### src/rtl/card_click_decoder.sv
// Maps a left-button click to the 4-bit address of the card under the cursor.
// The grid is searched one column, then one row, per cycle, so no dividers are needed.
module card_click_decoder #(
  parameter int GRID_X = 122,
  parameter int GRID_Y = 54,
  parameter int CARD_W = 180,
  parameter int CARD_H = 150,
  parameter int GAP_X  = 20,
  parameter int GAP_Y  = 20,
  parameter int COLS   = 4,
  parameter int ROWS   = 4
) (
  input  logic        clk,
  input  logic        rst,
  input  logic        enable,
  input  logic [11:0] xpos,
  input  logic [11:0] ypos,
  input  logic        left,
  input  logic [15:0] card_locked,
  output logic        card_pressed,
  output logic        card_miss,
  output logic [3:0]  card_address,
  output logic        busy
);

  typedef enum logic [1:0] {
    S_IDLE = 2'd0,
    S_COL  = 2'd1,
    S_ROW  = 2'd2,
    S_EMIT = 2'd3
  } state_t;

  localparam logic [11:0] LP_GX      = 12'(GRID_X);
  localparam logic [11:0] LP_GY      = 12'(GRID_Y);
  localparam logic [12:0] LP_CW      = 13'(CARD_W);
  localparam logic [12:0] LP_CH      = 13'(CARD_H);
  localparam logic [11:0] LP_PITCH_X = 12'(CARD_W + GAP_X);
  localparam logic [11:0] LP_PITCH_Y = 12'(CARD_H + GAP_Y);
  localparam logic [3:0]  LP_LAST_C  = 4'(COLS - 1);
  localparam logic [3:0]  LP_LAST_R  = 4'(ROWS - 1);

  state_t      r_state;
  state_t      w_state_nxt;
  logic        r_left_d;
  logic [11:0] r_x;
  logic [11:0] r_y;
  logic [3:0]  r_cnt;
  logic [3:0]  w_cnt_nxt;
  logic [11:0] r_lo;
  logic [11:0] w_lo_nxt;
  logic [3:0]  r_col;
  logic [3:0]  w_col_nxt;
  logic        r_pressed;
  logic        w_pressed_nxt;
  logic        r_miss;
  logic        w_miss_nxt;
  logic [3:0]  r_addr;
  logic [3:0]  w_addr_nxt;
  logic        r_busy;

  logic        w_click;
  logic        w_in_row;
  logic [11:0] w_val;
  logic [12:0] w_span;
  logic [11:0] w_pitch;
  logic [3:0]  w_last;
  logic        w_below;
  logic        w_inside;
  logic [3:0]  w_addr;

  assign w_click  = left & ~r_left_d & enable & (r_state == S_IDLE);
  assign w_in_row = (r_state == S_ROW);
  assign w_val    = w_in_row ? r_y : r_x;
  assign w_span   = w_in_row ? LP_CH : LP_CW;
  assign w_pitch  = w_in_row ? LP_PITCH_Y : LP_PITCH_X;
  assign w_last   = w_in_row ? LP_LAST_R : LP_LAST_C;
  assign w_below  = (w_val < r_lo);
  // 13-bit compare so lo+span at the far edge of the screen cannot wrap.
  assign w_inside = ({1'b0, w_val} < ({1'b0, r_lo} + w_span));
  assign w_addr   = 4'(int'(r_cnt) * COLS + int'(r_col));

  // Next-state, search counters and registered-pulse decisions.
  always_comb begin
    w_state_nxt   = r_state;
    w_cnt_nxt     = r_cnt;
    w_lo_nxt      = r_lo;
    w_col_nxt     = r_col;
    w_pressed_nxt = 1'b0;
    w_miss_nxt    = 1'b0;
    w_addr_nxt    = r_addr;
    case (r_state)
      S_IDLE: begin
        if (w_click) begin
          w_state_nxt = S_COL;
          w_cnt_nxt   = 4'd0;
          w_lo_nxt    = LP_GX;
        end else begin
          w_state_nxt = S_IDLE;
        end
      end
      S_COL, S_ROW: begin
        if (!enable) begin
          w_state_nxt = S_IDLE;
        end else if (w_below) begin
          w_state_nxt = S_EMIT;
          w_miss_nxt  = 1'b1;
        end else if (w_inside) begin
          if (!w_in_row) begin
            w_state_nxt = S_ROW;
            w_col_nxt   = r_cnt;
            w_cnt_nxt   = 4'd0;
            w_lo_nxt    = LP_GY;
          end else if (card_locked[w_addr]) begin
            w_state_nxt = S_EMIT;
            w_miss_nxt  = 1'b1;
          end else begin
            w_state_nxt   = S_EMIT;
            w_pressed_nxt = 1'b1;
            w_addr_nxt    = w_addr;
          end
        end else if (r_cnt == w_last) begin
          w_state_nxt = S_EMIT;
          w_miss_nxt  = 1'b1;
        end else begin
          w_cnt_nxt = r_cnt + 4'd1;
          w_lo_nxt  = r_lo + w_pitch;
        end
      end
      S_EMIT: begin
        w_state_nxt = S_IDLE;
      end
      default: begin
        w_state_nxt = S_IDLE;
      end
    endcase
  end

  // State, latched cursor position and registered outputs.
  always_ff @(posedge clk or negedge rst) begin
    if (!rst) begin
      r_state   <= S_IDLE;
      r_left_d  <= 1'b0;
      r_x       <= 12'd0;
      r_y       <= 12'd0;
      r_cnt     <= 4'd0;
      r_lo      <= 12'd0;
      r_col     <= 4'd0;
      r_pressed <= 1'b0;
      r_miss    <= 1'b0;
      r_addr    <= 4'd0;
      r_busy    <= 1'b0;
    end else begin
      r_state   <= w_state_nxt;
      r_left_d  <= left;
      r_cnt     <= w_cnt_nxt;
      r_lo      <= w_lo_nxt;
      r_col     <= w_col_nxt;
      r_pressed <= w_pressed_nxt;
      r_miss    <= w_miss_nxt;
      r_addr    <= w_addr_nxt;
      r_busy    <= (w_state_nxt != S_IDLE);
      if (w_click) begin
        r_x <= xpos;
        r_y <= ypos;
      end
    end
  end

  assign card_pressed = r_pressed;
  assign card_miss    = r_miss;
  assign card_address = r_addr;
  assign busy         = r_busy;

endmodule

### config.mk
export PLATFORM = sky130hd
export DESIGN_NAME = card_click_decoder
export DESIGN_NICKNAME = d
export VERILOG_FILES = /design/src/rtl/card_click_decoder.sv
export SDC_FILE = /design/constraint.sdc
export NUM_CORES = 1
export LEC_CHECK = 0
export BUFFER_PORTS_ARGS = -buffer_cell sky130_fd_sc_hd__buf_4
export CAP_MARGIN = 20
export CORE_UTILIZATION = 37
export DETAILED_ROUTE_END_ITERATION = 12
export HOLD_SLACK_MARGIN = 0.06
export SLEW_MARGIN = 20
export SYNTH_ARGS = -nofsm -noshare
export SYNTH_HDL_FRONTEND = slang
export SYNTH_SLANG_ARGS = --single-unit
### constraint.sdc
create_clock -name clk -period 4 [get_ports clk]
set_clock_uncertainty 0.2 [all_clocks]
set_input_delay 0.2 -clock clk [delete_from_list [all_inputs] [get_ports clk]]
set_output_delay 0.2 -clock clk [all_outputs]
set_load 0.01 [all_outputs]
[Word level (Yosys, flattened, before mapping)]
Index checks and enable logic that the tools add are counted.
Storage, ports and cells
  word-level logic and storage cells: 80
  output and inout bits: 7
  bits in registers: 54
  input port bits: 44
Operators by class
  order comparisons: 3
  multiplexer cells: 39
  add/subtract/negate cells: 4
  reductions and logical operators: 7
  bitwise gates (word level): 7
  equality and inequality tests: 9
Operators with widths (number)
  two-way mux 12 bit: 7
  two-way mux 4 bit: 6
  case mux 12 bit (2 select lines): 1
  two-way mux 1 bit: 16
  adder 12 x 8 -> 13 bit: 1
  less-than comparator 12 x 13 -> 1 bit: 1
  adder 12 x 8 -> 12 bit: 1
  less-than comparator 12 bit: 1
  AND reduction 6 bit: 2
  two-way mux 2 bit: 4
  case mux 4 bit (2 select lines): 1
  two-way mux 7 bit: 1
  two-way mux 6 bit: 1
  != test 2 bit (second input constant): 3
  != test 3 bit (second input constant): 2
  case mux 2 bit (3 select lines): 1
  less-than comparator 4 x 5 -> 1 bit (second input constant): 1
  AND reduction 5 bit: 1
  adder 4 x 1 -> 4 bit (second input constant): 1
  adder 4 bit: 1
  binary-select mux 1 bit (select 4 bit): 1
  equality test 2 bit (second input constant): 2
  equality test 4 x 2 -> 1 bit (second input constant): 1
  NOT 1 bit: 4
  other kinds (5): 8

[Logic depth before layout (Yosys ltp)]
  depth after elaboration: 9
  gate-level depth with buffers: 20
  mapped depth without buffers: 18

[Least setup slack after synthesis]
Ideal clock, no wire load.
  path type: reg2reg
  start: reg r_state[0]
  end: reg r_lo[4]
  buffers on the path: 2
  data arrival time: 3.694 ns
  period minus slack after synthesis: 4.014 ns
  cell stages (with the launch flop): 21
  path slack: -0.014 ns
  cell sequence: dfrtp_1 -> inv_1 -> ha_1 -> clkbuf_1 -> inv_2 -> ha_1 -> o21ai_1 -> a31oi_1 -> nor2_1 -> o21a_1 -> nor2_1 -> xnor2_1 -> ha_1 -> nand3_1 -> nor3_1 -> o211ai_1 -> a21oi_4 -> nand3_2 -> buf_6 -> o21a_1 -> a31o_1
On the way
  longest elaborated chain between the ends: 8
RTL lines
  from (decl): line 42  | state_t r_state;
  from (signal assigned): line 153  | r_state <= w_state_nxt;
  equality test 2 bit: line 72, 91
  two-way mux 6 bit / two-way mux 7 bit (equally long branches): line 74, 75
  adder 12 x 8 -> 13 bit / adder 12 x 8 -> 12 bit (equally long branches): line 79, 126
  less-than comparator 12 x 13 -> 1 bit / two-way mux 12 bit (equally long branches): line 79, 121
  two-way mux 12 bit: line 107  | end else if (w_inside) begin
  two-way mux 12 bit: line 104  | end else if (w_below) begin
  two-way mux 12 bit: line 102  | if (!enable) begin
  case mux 12 bit (2 select lines): line 91  | case (r_state)
  to (signal assigned): line 156  | r_lo <= w_lo_nxt;
  to (decl): line 49  | logic [11:0] r_lo;
Parallel ways exist; a longest one is shown, timed or not. The select of a mux whose other input is x is not followed.
A chain may end at the register's enable or synchronous reset.

[Worst setup path after layout]
  start: reg r_state[0]
  end: reg r_col[1]
On the way
  longest elaborated chain between the ends: 5
RTL lines
  equality test 2 bit: line 72, 91
  two-way mux 6 bit / two-way mux 12 bit (equally long branches): line 74, 73
  adder 12 x 8 -> 13 bit / less-than comparator 12 bit (equally long branches): line 79, 77
  less-than comparator 12 x 13 -> 1 bit / NOT 1 bit (equally long branches)
  AND reduction 5 bit (no line) (*)
  to (signal assigned): line 157  | r_col <= w_col_nxt;
  to (decl): line 51  | logic [3:0] r_col;
Every way passes the cells marked *; elsewhere a longest branch is shown, timed or not.

==> flow_metrics.env <==
export IMPL_antenna_found_initial=0
export IMPL_drt_initial_drc_count=130
export IMPL_relSlewSlack=0.560
export IMPL_utilization=0.521
export IMPL_track_usage=0.164
export IMPL_io_buffers=48
export IMPL_vias_per_cell=5.27
export IMPL_max_freq_ghz=0.259
export IMPL_syn_to_final_growth_pct=34.5
export IMPL_crit_path_max_fanout=5
export IMPL_cp_arrival_ns=3.86
export IMPL_coreArea_sq_um=8850
export IMPL_io_pins=51
export IMPL_vias=2724
export IMPL_place_ws_ns=0.0619
export IMPL_clkTransAtPathRegs_ns=0.10
export IMPL_die_h_um=98.3
export IMPL_wl_um=7650
export IMPL_final_common_cell="buf_4"
export IMPL_setup_slack_ns=0.140
export IMPL_tightest_slew_ns=0.659
export IMPL_drv_cap=0
export IMPL_mappedNetlistNets=388
export IMPL_required_ns=4.00
export IMPL_ir_worst_vdd_mv=0.220
export IMPL_rows=34
export IMPL_ys_ff_latch=51
export IMPL_place_congestion=0.799
export IMPL_die_area_sq_um=9660
export IMPL_final_cell_area_sq_um=4610
export IMPL_status="complete, no violations"
export IMPL_gr_total_overflow=0
export IMPL_ant_nets=0
export IMPL_cts_max_path_buffers=2
export IMPL_cts_sinks=51
export IMPL_setup_tns_ns=0
export IMPL_synth_cells=313
export IMPL_hp_class="input port to async pin"
export IMPL_setup_viol=0
export IMPL_hold_viol_final=0
export IMPL_total_leakage_power_nw=2.05
export IMPL_cts_tree="built"
export IMPL_min_period_ns=3.86
export IMPL_grt_pass1_wl_um=12900
export IMPL_critPathLaunchType="register"
export IMPL_syn_area_per_cell_sq_um=11.0
export IMPL_yosys_warnings=0
export IMPL_worst_setup_path_type="register to register"
export IMPL_clockRootBuffer="clkbuf_8"
export IMPL_fillers=817
export IMPL_htree_levels=2
export IMPL_initial_core_util=0.388
export IMPL_hpwl_um=5440
export IMPL_place_area_sq_um=3990
export IMPL_antenna_cells=0
export IMPL_synth_cell_types=57
export IMPL_drv_slew=0
export IMPL_grt_pass1_vias=2754
export IMPL_clock_latency_ns=0.31
export IMPL_endpoint_kind="register"
export IMPL_power_density_nw_per_um2=421
export IMPL_drive_gt1_frac=0.399
export IMPL_ys_seq_area_frac=0.372
export IMPL_synth_area_sq_um=3430
export IMPL_dieWidth_um=98.3
export IMPL_mostFrequentLayoutCells="74 x buf_4, 50 x dfrtp_1, 33 x mux2_2"
export IMPL_drtPass1Iterations=6
export IMPL_post_route_period_util=0.965
export IMPL_numCtsBuffers=5
export IMPL_routedWlPerCell_um=14.8
export IMPL_grt_max_degree=52
export IMPL_hold_ws_ns=0.268
export IMPL_nNetsFinal=483
export IMPL_post_route_drc_count=0
[cell usage after synthesis, drive strengths merged]
master,n,area (sq um)
mux2,41,477
buf,9,67.6
mux4,4,105
ha,31,388
a31o,2,17.5
o22a,1,8.76
xnor2,10,87.6
a311o,3,30.0
nand3b,1,7.51
o31ai,2,15.0
o211ai,3,27.5
a32oi,1,8.76
and2,2,12.5
nand2b,2,12.5
clkbuf,4,15.0
nand3,13,82.6
dfrtp,51,1280
o21ai,18,101
nor4,2,27.5
a21o,1,7.51
nand4b,1,8.76
a31oi,2,12.5
a21oi,12,71.3
o2bb2ai,2,17.5
o21a,4,30.0
nor3,10,60.1
or3,4,25.0
nor3b,1,7.51
o31a,1,8.76
a211oi,3,27.5
nand4,4,25.0
nand2,20,75.1
inv,19,73.8
xor2,3,26.3
nor2,15,56.3
or3b,1,8.76
mux2i,3,30.0
or2,3,18.8
a2111oi,3,63.8
a211o,1,8.76
[power by group]
group          switching, W  internal [W]  leakage, nW
clock              0.000187      0.000250       0.0644
combinational      0.000408      0.000419         1.35
sequential        0.0000802      0.000598        0.631
[per-stage QoR]
step / power, W / cells
after floorplan: 0.00118 / 313
after detailed placement: 0.00138 / 475
after CTS: 0.00185 / 508
after global placement: 0.00137 / 475
final: 0.00194 / 517
after global routing: 0.00208 / 517
[critical path, stage by stage (launching register included)]
cell,delay [ns]
dfrtp_1,0.41
inv_2,0.10
ha_4,0.15
inv_2,0.05
ha_4,0.28
o21ai_2,0.06
a31oi_4,0.17
nor2_1,0.09
o21a_1,0.21
buf_4,0.13
xnor2_1,0.12
ha_1,0.33
a21oi_2,0.13
nor2_1,0.06
nor3_2,0.18
buf_4,0.15
a21oi_4,0.08
buf_6,0.16
nor4_4,0.19
buf_4,0.18
mux2_1,0.32
[layer usage]
metal / vias up / part of all wire / global-route usage
li1: 1342 / - / -
met1: 1322 / 0.46 / 0.217
met2: 56 / 0.50 / 0.287
met3: 4 / 0.032 / 0.0286
met4: 0 / 0.0067 / 0.0241
met5: - / 0 / 0
[path summary, 6_finish.rpt]
path | slack (ns) | from | end | cells after the start
worst max-delay path | 0.14 | r_state[0]$_DFF_PN0_ | r_col[1]$_DFFE_PN0P_ | 20
worst min-delay path | 0.27 | rst | card_miss$_DFF_PN0_ | 2
worst max register to register | 0.14 | r_state[0]$_DFF_PN0_ | r_col[1]$_DFFE_PN0P_ | 20
worst min register to register | 0.31 | r_y[6]$_DFFE_PN0P_ | r_y[6]$_DFFE_PN0P_ | 1
max in group asynchronous | 2.88 | rst | r_state[1]$_DFF_PN0_ | 2
min in group clk | 0.31 | r_y[6]$_DFFE_PN0P_ | r_y[6]$_DFFE_PN0P_ | 1
[logic make-up after synthesis]
| family | after synthesis | share of synthesized area |
|---|---|---|
| buffers and inverters | 32 | 0.0456 |
| flip-flops | 51 | 0.372 |
| multiplexers | 48 | 0.178 |
| XOR/XNOR | 13 | 0.0332 |
| AO/OA/AOI/OAI | 59 | 0.133 |
| AND/OR/NAND/NOR | 79 | 0.125 |
| adder cells (fa/ha/maj) | 31 | 0.113 |
[final cells by class]
| cell class | instances | area [sq um] | area share |
|---|---|---|---|
| multi-input combinational | 231 | 2170 | 0.471 |
| sequential | 51 | 1280 | 0.277 |
| timing repair buffer | 100 | 817 | 0.177 |
| tap | 108 | 135 | 0.0293 |
| inverter | 19 | 73.8 | 0.0160 |
| clock buffer | 5 | 68.8 | 0.0149 |
| clock inverter | 3 | 67.6 | 0.0146 |
[sequential cells by signal (all words and copies together), names as in the netlist, 2 cells and up]
signal	count
r_lo	11
r_x	11
r_y	11
r_cnt	4
r_state	2
r_col	4
card_address	4
[timing repair]
action,CTS,global route
setup endpoints to repair,0,28
resized for setup,0,34
hold buffers,25,0
hold endpoints to repair,76,0
buffers inserted,0,8
(Power assumes the default switching activity.)
